<file path="src/rtl/mc_sequencer.sv">
// mc_sequencer: state register and write-enable gating for the multi-cycle MIPS controller.
// Holds memory states until mem_ready, traps on illegal opcodes and memory timeouts,
// and parks the core in HALT at an instruction boundary when halt_req is high.
// Optional build macro MC_PERF_CNT_EN adds the cycle_cnt / instr_cnt performance counters.
//
//  state | meaning
//  ------+-------------------------------------------------
//  0     | fetch (memory state, waits for mem_ready)
//  1     | decode, opcode legality check
//  2     | memory address compute
//  3     | load read (memory state)
//  4     | load write-back (retires)
//  5     | store write (memory state, retires)
//  6     | R-type execute
//  7     | R-type write-back (retires)
//  8     | branch (retires)
//  9     | jump (retires)
//  E     | HALT, core parked until halt_req drops
//  F     | TRAP, illegal opcode or bus timeout, exits only via reset
module mc_sequencer #(
  parameter int MAX_WAIT = 255,
  parameter int WAIT_W   = 8
`ifdef MC_PERF_CNT_EN
  , parameter int CNT_W  = 32
`endif
) (
  input  logic             clk,
  input  logic             rst_n,
  input  logic [5:0]       op_code,
  input  logic [3:0]       mcu_ns,
  input  logic             mcu_pcwr,
  input  logic             mcu_pcwrcond,
  input  logic             mcu_irwr,
  input  logic             mcu_regwr,
  input  logic             mcu_memrd,
  input  logic             mcu_memwr,
  input  logic             mem_ready,
  input  logic             halt_req,
  output logic [3:0]       state,
  output logic             pc_wr,
  output logic             pc_wr_cond,
  output logic             ir_wr,
  output logic             reg_wr,
  output logic             mem_rd,
  output logic             mem_wr,
  output logic             instr_done,
  output logic             halted,
  output logic             illegal,
  output logic             bus_err
`ifdef MC_PERF_CNT_EN
  , output logic [CNT_W-1:0] cycle_cnt
  , output logic [CNT_W-1:0] instr_cnt
`endif
);

  typedef enum logic [3:0] {
    ST_FETCH  = 4'h0,
    ST_DECODE = 4'h1,
    ST_MEMADR = 4'h2,
    ST_MEMRD  = 4'h3,
    ST_MEMWB  = 4'h4,
    ST_MEMWR  = 4'h5,
    ST_EXEC   = 4'h6,
    ST_ALUWB  = 4'h7,
    ST_BRANCH = 4'h8,
    ST_JUMP   = 4'h9,
    ST_HALT   = 4'hE,
    ST_TRAP   = 4'hF
  } state_t;

  localparam logic [WAIT_W-1:0] WAIT_LAST = WAIT_W'(MAX_WAIT - 1);

  state_t            state_q, state_d;
  logic [WAIT_W-1:0] wait_cnt_q, wait_cnt_d;
  logic              illegal_q, illegal_d;
  logic              bus_err_q, bus_err_d;
  logic              instr_done_q, instr_done_d;

  logic   mem_state;
  logic   op_legal;
  logic   timeout;
  logic   retire;
  state_t ns_follow;
  state_t nxt;

  // Next-state, wait counter, sticky traps and retire detection
  always_comb begin
    mem_state = (state_q == ST_FETCH) || (state_q == ST_MEMRD) || (state_q == ST_MEMWR);
    op_legal  = (op_code == 6'h00) || (op_code == 6'h23) || (op_code == 6'h2B) ||
                (op_code == 6'h04) || (op_code == 6'h02);
    timeout   = mem_state && !mem_ready && (wait_cnt_q == WAIT_LAST);
    // The control unit only ever names states 0-9; anything else is treated as a fault.
    ns_follow = (mcu_ns <= 4'd9) ? state_t'(mcu_ns) : ST_TRAP;

    nxt        = state_q;
    wait_cnt_d = '0;
    illegal_d  = illegal_q;
    bus_err_d  = bus_err_q;

    case (state_q)
      ST_TRAP: nxt = ST_TRAP;
      ST_HALT: nxt = halt_req ? ST_HALT : ST_FETCH;
      ST_DECODE: begin
        if (op_legal) begin
          nxt = ns_follow;
        end else begin
          nxt       = ST_TRAP;
          illegal_d = 1'b1;
        end
      end
      ST_FETCH, ST_MEMRD, ST_MEMWR: begin
        if (mem_ready) begin
          nxt = ns_follow;
        end else if (timeout) begin
          nxt       = ST_TRAP;
          bus_err_d = 1'b1;
        end else begin
          nxt        = state_q;
          wait_cnt_d = wait_cnt_q + WAIT_W'(1);
        end
      end
      default: nxt = ns_follow;
    endcase

    retire = ((state_q == ST_MEMWB) || (state_q == ST_MEMWR) || (state_q == ST_ALUWB) ||
              (state_q == ST_BRANCH) || (state_q == ST_JUMP)) && (nxt == ST_FETCH);
    instr_done_d = retire;

    // Halt only takes effect at an instruction boundary, i.e. when heading to fetch.
    // A fetch still waiting for memory also counts, which covers the first fetch after reset.
    state_d = ((nxt == ST_FETCH) && halt_req) ? ST_HALT : nxt;
  end

  // Gated outputs: combinational from the registered state, dropped at once while in reset
  always_comb begin
    state      = state_q;
    halted     = (state_q == ST_HALT);
    illegal    = illegal_q;
    bus_err    = bus_err_q;
    instr_done = instr_done_q;
    pc_wr      = 1'b0;
    pc_wr_cond = 1'b0;
    ir_wr      = 1'b0;
    reg_wr     = 1'b0;
    mem_rd     = 1'b0;
    mem_wr     = 1'b0;
    if (rst_n && (state_q != ST_HALT) && (state_q != ST_TRAP)) begin
      mem_rd = mcu_memrd;
      mem_wr = mcu_memwr;
      if (mem_state) begin
        pc_wr      = mcu_pcwr & mem_ready;
        pc_wr_cond = mcu_pcwrcond & mem_ready;
        ir_wr      = mcu_irwr & mem_ready;
        reg_wr     = mcu_regwr & mem_ready;
      end else begin
        pc_wr      = mcu_pcwr;
        pc_wr_cond = mcu_pcwrcond;
        ir_wr      = mcu_irwr;
        reg_wr     = mcu_regwr;
      end
    end
  end

`ifdef MC_PERF_CNT_EN
  logic [CNT_W-1:0] cycle_cnt_q, cycle_cnt_d;
  logic [CNT_W-1:0] instr_cnt_q, instr_cnt_d;

  // Performance counters: cycles freeze in TRAP, instructions count with the retire pulse
  always_comb begin
    cycle_cnt_d = (state_q == ST_TRAP) ? cycle_cnt_q : cycle_cnt_q + CNT_W'(1);
    instr_cnt_d = instr_done_d ? instr_cnt_q + CNT_W'(1) : instr_cnt_q;
  end

  // Counter registers
  always_ff @(posedge clk or negedge rst_n) begin
    if (!rst_n) begin
      cycle_cnt_q <= '0;
      instr_cnt_q <= '0;
    end else begin
      cycle_cnt_q <= cycle_cnt_d;
      instr_cnt_q <= instr_cnt_d;
    end
  end

  assign cycle_cnt = cycle_cnt_q;
  assign instr_cnt = instr_cnt_q;
`endif

  // Sequencer state registers
  always_ff @(posedge clk or negedge rst_n) begin
    if (!rst_n) begin
      state_q      <= ST_FETCH;
      wait_cnt_q   <= '0;
      illegal_q    <= 1'b0;
      bus_err_q    <= 1'b0;
      instr_done_q <= 1'b0;
    end else begin
      state_q      <= state_d;
      wait_cnt_q   <= wait_cnt_d;
      illegal_q    <= illegal_d;
      bus_err_q    <= bus_err_d;
      instr_done_q <= instr_done_d;
    end
  end

endmodule
</file>
<file path="config.mk">
export PLATFORM = sky130hd
export DESIGN_NAME = mc_sequencer
export DESIGN_NICKNAME = d
export VERILOG_FILES = /design/src/rtl/mc_sequencer.sv
export SDC_FILE = /design/constraint.sdc
export NUM_CORES = 1
export LEC_CHECK = 0
export ABC_AREA = 1
export CAP_MARGIN = 20
export CORE_MARGIN = 2
export CORE_UTILIZATION = 33
export DETAILED_ROUTE_END_ITERATION = 16
export GPL_TIMING_DRIVEN = 1
export PLACE_DENSITY = 0.67
export SLEW_MARGIN = 25
export SYNTH_ARGS = -nofsm -noshare
export SYNTH_HDL_FRONTEND = slang
export SYNTH_SLANG_ARGS = --single-unit
export TNS_END_PERCENT = 100
</file>
<file path="constraint.sdc">
create_clock -name clk -period 1.9 [get_ports clk]
set_input_delay 0.19 -clock clk [delete_from_list [all_inputs] [get_ports clk]]
set_output_delay 0.19 -clock clk [all_outputs]
set_load 0.05 [all_outputs]
</file>
==> flow_summary.json, run 1 <==
{
  "status": "finished, final reports clean",
  "worst_ep_arrival_time_ns": 1.62,
  "timing.rr.start": "state[2]",
  "syn_inst": 157,
  "synth.yosys.seq_area_share_pct": 35.9,
  "avgSynthCellArea_sq_um": 6.66,
  "yosysWarnings": 0,
  "firstDrtPassIters": 4,
  "drt-total-wl_um": 2540,
  "syn_area_sq_mm": 0.00105,
  "antenna_cells": 0,
  "tritoncts": "built",
  "drive_above_1_share_pct": 19.9,
  "relSlewSlack_pct": 64.0,
  "drcViolationCount": 0,
  "hold_class": "primary input to async pin",
  "setup_tns_ns": 0,
  "ys_seq_elements": 15,
  "numCtsBuffers": 3,
  "syn_nets": 179,
  "clock_latency_ns": 0.28,
  "grt_overflow": 0,
  "place_congestion": 0.871,
  "ys_types": 23,
  "row_count": 20,
  "fin_skew_ns": 0.00580,
  "cp-end-kind": "output port",
  "area_growth_pct": 49.2,
  "required_ns": 1.71,
  "core_region_area_sq_mm": 0.00303,
  "die-area_sq_mm": 0.00364,
  "grt_use_total_pct": 15.1,
  "antenna_found_initial": 0,
  "drt-initial-drc-count": 25,
  "period_minus_slack_ns": 1.81,
  "p_per_area_mw_per_mm2": 1330,
  "slowest_delay_ns": 0.80,
  "vias": 1074,
  "startpoint": "state[2]",
  "start_util_pct": 34.5,
  "port_buffers": 33,
  "rrSetupSlack_ns": 0.16,
  "htreeDepth": 1,
  "routed_via_density": 4.48,
  "worst-slew-pin-transition_ns": 0.536,
  "cts.sinks": 15,
  "grt_pass1_vias": 1000,
  "grt_max_degree": 16,
  "min_period_over_period_pct": 95.4,
  "critPathMaxFanout": 4,
  "slew_violations": 0,
  "crit_type": "register to output port",
  "cp-start-kind": "register",
  "clockRootBuffer": "clkbuf_4",
  "place_hpwl_um": 2100,
  "wl_per_cell_um": 10.6,
  "finalHoldViolCount": 0,
  "ant_nets": 0,
  "cpMaxStageDelayCell": "clkdlybuf4s50_1",
  "clk_pin_slew_ns": 0.09,
  "setup_viol": 0,
  "cts_buffer_depth": 2,
  "max_freq_mhz": 552,
  "p_total_mw": 2.08,
  "grt_first_pass_wirelength_um": 4160,
  "leakagePower_nw": 0.758,
  "die_x_um": 60.3,
  "fin_nets": 219,
  "die_h_um": 60.3,
  "io_pins": 34,
  "peakVddDrop_mv": 0.623,
  "drv_cap": 0,
  "crit_path_cell_trace": "buf_4, clkdlybuf4s50_1"
}
[cell usage after synthesis, drive strengths merged]
library cell | number | area share (%)
nand3b | 1 | 0.72
nand3 | 17 | 9.1
o21ai | 7 | 3.3
xnor2 | 1 | 0.84
a21oi | 5 | 2.4
nor3 | 2 | 0.96
o21bai | 1 | 0.72
xor2 | 3 | 2.5
a31oi | 1 | 0.60
ha | 2 | 2.4
nor2 | 35 | 14
nor3b | 1 | 0.72
nand4 | 1 | 0.60
dfrtp | 15 | 36
nand2 | 36 | 15
inv | 29 | 11
[state kept, by name (all words and copies together), names as in the netlist]
name        flops
instr_done      1
wait_cnt_q      8
illegal         1
state           4
bus_err         1
[stage by stage]
stage	setup WS (ns)	instance area (sq um)	instances	hold WS (ns)	utilization (%)
detailed placement	0.127	1500	235	0.455	49.4
CTS	0.000931	1540	240	0.307	50.8
floorplan	0.0596	1050	157	-0.106	-
global route	-0.00431	1560	240	0.315	51.5
finish	0.0876	1560	240	0.291	51.5
global placement	0.119	1500	235	0.448	49.4
[routing by layer]
layer	global-route usage, %	routed length [um]	vias up
met5	0	0	-
met4	6.98	34	0
met3	2.16	152	4
met2	24.1	1210	30
met1	20.0	1140	477
li1	-	-	563
[worst paths after layout]
path,end,cells after the start
max reg2reg,state[2],11
min reg2reg,illegal,2
max in group asynchronous,state[1],2
max,state[2],2
min in group clk,illegal,2
min,instr_done,2
[report_power, final]
group          switching [mW]  internal [mW]
Clock                   0.100         0.0813
Combinational           0.889          0.517
Sequential              0.104          0.388
Total                    1.09          0.987
[cells by family after synthesis]
family	synth area share, %
xor gates and xnor gates	3.35
DFF	35.9
buffers and inverters	10.6
adders and majority gates	2.39
AOI/OAI and AO/OA	7.06
and+or+nand+nor	40.7
[timing repair]
action | 4_1_cts | 5_1_grt
hold buffers | 0 | 0
setup endpoints to repair | 4 | 4
setup buffers | 1 | 0
pin swaps | 0 | 1
resized for setup | 5 | 11
[layout by cell type, fill, tap and decap left out]
| master | n |
|---|---|
| nor2_4 | 3 |
| nand3_2 | 2 |
| o21ai_1 | 1 |
| xor2_1 | 3 |
| nor2_2 | 5 |
| inv_2 | 7 |
| nand2_4 | 2 |
| dfrtp_2 | 4 |
| nor3_1 | 2 |
| xnor2_1 | 1 |
| clkbuf_4 | 3 |
| ha_1 | 2 |
| dfrtp_1 | 11 |
| nor3b_1 | 1 |
| inv_4 | 1 |
| a31oi_1 | 1 |
| buf_12 | 6 |
| o21ai_0 | 6 |
| nand2_1 | 31 |
| a21oi_1 | 5 |
| o21bai_1 | 1 |
| nor2_1 | 27 |
| inv_1 | 21 |
| nand4_1 | 1 |
| nand2_2 | 3 |
| nand3_1 | 15 |
| clkbuf_1 | 1 |
| clkdlybuf4s50_1 | 26 |
| nand3b_1 | 1 |
| buf_4 | 3 |
[final cells by class]
cell class,instances,area (sq um)
timing repair buffer,35,403
multi-input combinational,113,584
tap,44,55.1
clock buffer,4,26.3
fill,312,1470
sequential,15,380
inverter,29,111
[critical path, delay by kind of cell (launching register included)]
family / cells / cell delay [ns]
buffers and inverters: 2 / 0.94
flip-flops: 1 / 0.41
Note: power is estimated with default switching activity, not from simulation.
==> inputs of run 2 (changes only) <==
--- a/config.mk
+++ b/config.mk
@@ -8,10 +8,10 @@
 export ABC_AREA = 1
 export CAP_MARGIN = 20
 export CORE_MARGIN = 2
-export CORE_UTILIZATION = 33
+export CORE_UTILIZATION = 40
 export DETAILED_ROUTE_END_ITERATION = 16
 export GPL_TIMING_DRIVEN = 1
-export PLACE_DENSITY = 0.67
+export PLACE_DENSITY = 0.77
 export SLEW_MARGIN = 25
 export SYNTH_ARGS = -nofsm -noshare
 export SYNTH_HDL_FRONTEND = slang
==> run 2 against run 1 <==
- worst hold slack lost 0.022 ns
- critical path depth stayed put
- power rose by 6.1%
- utilization increased by 13 points
- critical path type unchanged
- critical endpoint unchanged
==> flow_summary.json, run 2 (same netlist as run 1, synthesis figures left out) <==
{
  "clock_latency_ns": 0.28,
  "min_period_over_period_pct": 97.6,
  "crit_type": "register to output port",
  "setup_viol": 0,
  "final_cell_mix": "32 x nand2_1, 27 x nor2_1, 26 x clkdlybuf4s50_1",
  "cp-start-kind": "register",
  "firstDrtPassIters": 4,
  "leakagePower_nw": 0.794,
  "setup_ws_ns": 0.0457,
  "grt_first_pass_wirelength_um": 4060,
  "rrSetupSlack_ns": 0.14,
  "place_hpwl_um": 2050,
  "relSlewSlack_pct": 62.4,
  "clockRootBuffer": "clkbuf_4",
  "drt-total-wl_um": 2710,
  "final_util_pct": 64.2,
  "drcViolationCount": 0,
  "final_common_cell": "nand2_1",
  "antenna_found_initial": 0,
  "status": "finished, final reports clean",
  "drt-initial-drc-count": 31,
  "tritoncts": "built",
  "routed_via_density": 4.83,
  "start_util_pct": 42.2,
  "numCtsBuffers": 3,
  "area_growth_pct": 52.0,
  "fin_hold_ws_ns": 0.269,
  "cts.sinks": 15,
  "grt_use_total_pct": 18.4,
  "wl_met3_um": 173,
  "max_freq_mhz": 539,
  "place_congestion": 0.915,
  "core_region_area_sq_mm": 0.00248,
  "drv_cap": 0,
  "fin_nets": 225,
  "io_pins": 34,
  "largest_reg_flops": 8,
  "drive_above_1_share_pct": 20.8,
  "timing.rr.start": "state[0]",
  "p_total_mw": 2.21,
  "die-area_sq_mm": 0.00304,
  "fin_skew_ns": 0.00264,
  "cts_buffer_depth": 2,
  "setup_tns_ns": 0,
  "ant_nets": 0,
  "die_x_um": 55.1,
  "row_count": 18,
  "dr_wl_met2_um": 1350,
  "vias": 1121,
  "p_per_area_mw_per_mm2": 1390,
  "antenna_cells": 0,
  "die_h_um": 55.1,
  "reg2reg_depth": 12,
  "hold_class": "primary input to async pin",
  "slew_violations": 0,
  "top_register": "wait_cnt_q",
  "top_layer": "met4",
  "htreeDepth": 1,
  "port_buffers": 33,
  "clk_pin_slew_ns": 0.08,
  "peakVddDrop_mv": 1.36,
  "reg2reg_to": "state[2]",
  "grt_overflow": 0,
  "cp-end-kind": "output port",
  "required_ns": 1.71,
  "m1WireLength_um": 1150,
  "period_minus_slack_ns": 1.85,
  "finalHoldViolCount": 0,
  "grt_pass1_vias": 1007,
  "wl_per_cell_um": 11.7,
  "critPathMaxFanout": 5,
  "post-place-ws_ns": 0.117,
  "worst-slew-pin-transition_ns": 0.560,
  "grt_max_degree": 16,
  "worst_ep_arrival_time_ns": 1.66
}
[run 2: cell types whose count changed in the layout (fill, tap and decap cells not counted), sizes merged]
cell	before	now
buf	9	15
[run 2: critical path, stage by stage (launching register included)]
cell	delay [ns]
dfrtp_2	0.45
buf_4	0.14
clkdlybuf4s50_1	0.79
[run 2: worst max-delay path by stage]
stage                         start       end  slack (ns)  cells after the start
after floorplan            state[1]    halted        0.06                      2
after global placement    mcu_ns[3]  state[2]        0.15                     10
after detailed placement  mcu_ns[3]  state[2]        0.12                     10
after CTS                  state[2]    reg_wr       0.005                     10
after global routing       state[0]     ir_wr       -0.02                     10
final                      state[2]  state[2]        0.05                      2
[run 2: cell type report]
type	count	area, sq um
fill	227	887
multi-input combinational	113	587
timing repair buffer	41	448
sequential	15	380
inverter	29	111
tap	30	37.5
clock buffer	4	26.3
[run 2: power breakdown]
part           internal [mW]  switching (mW)
combinational          0.596           0.936
clock                 0.0816          0.0969
sequential             0.389           0.109
[run 2: through the flow]
stage,instance area (sq um),instances
5_1_grt,1590,232
4_1_cts,1520,225
3_3_place_gp,1480,221
6_report,1590,232
2_1_floorplan,1050,157
3_5_place_dp,1480,221
[run 2: metal layers]
metal | vias to the layer above | track usage (%)
met1 | 491 | 24.1
met2 | 46 | 31.7
li1 | 577 | -
met5 | - | 0
met4 | 0 | 6.50
met3 | 7 | 1.61
[run 2: repair_timing]
item	in CTS	in global routing
buffers inserted	0	7
resized for setup	7	7
pin swaps	1	5
hold endpoints to repair	0	0
setup endpoints to repair	4	4
hold buffers	0	0
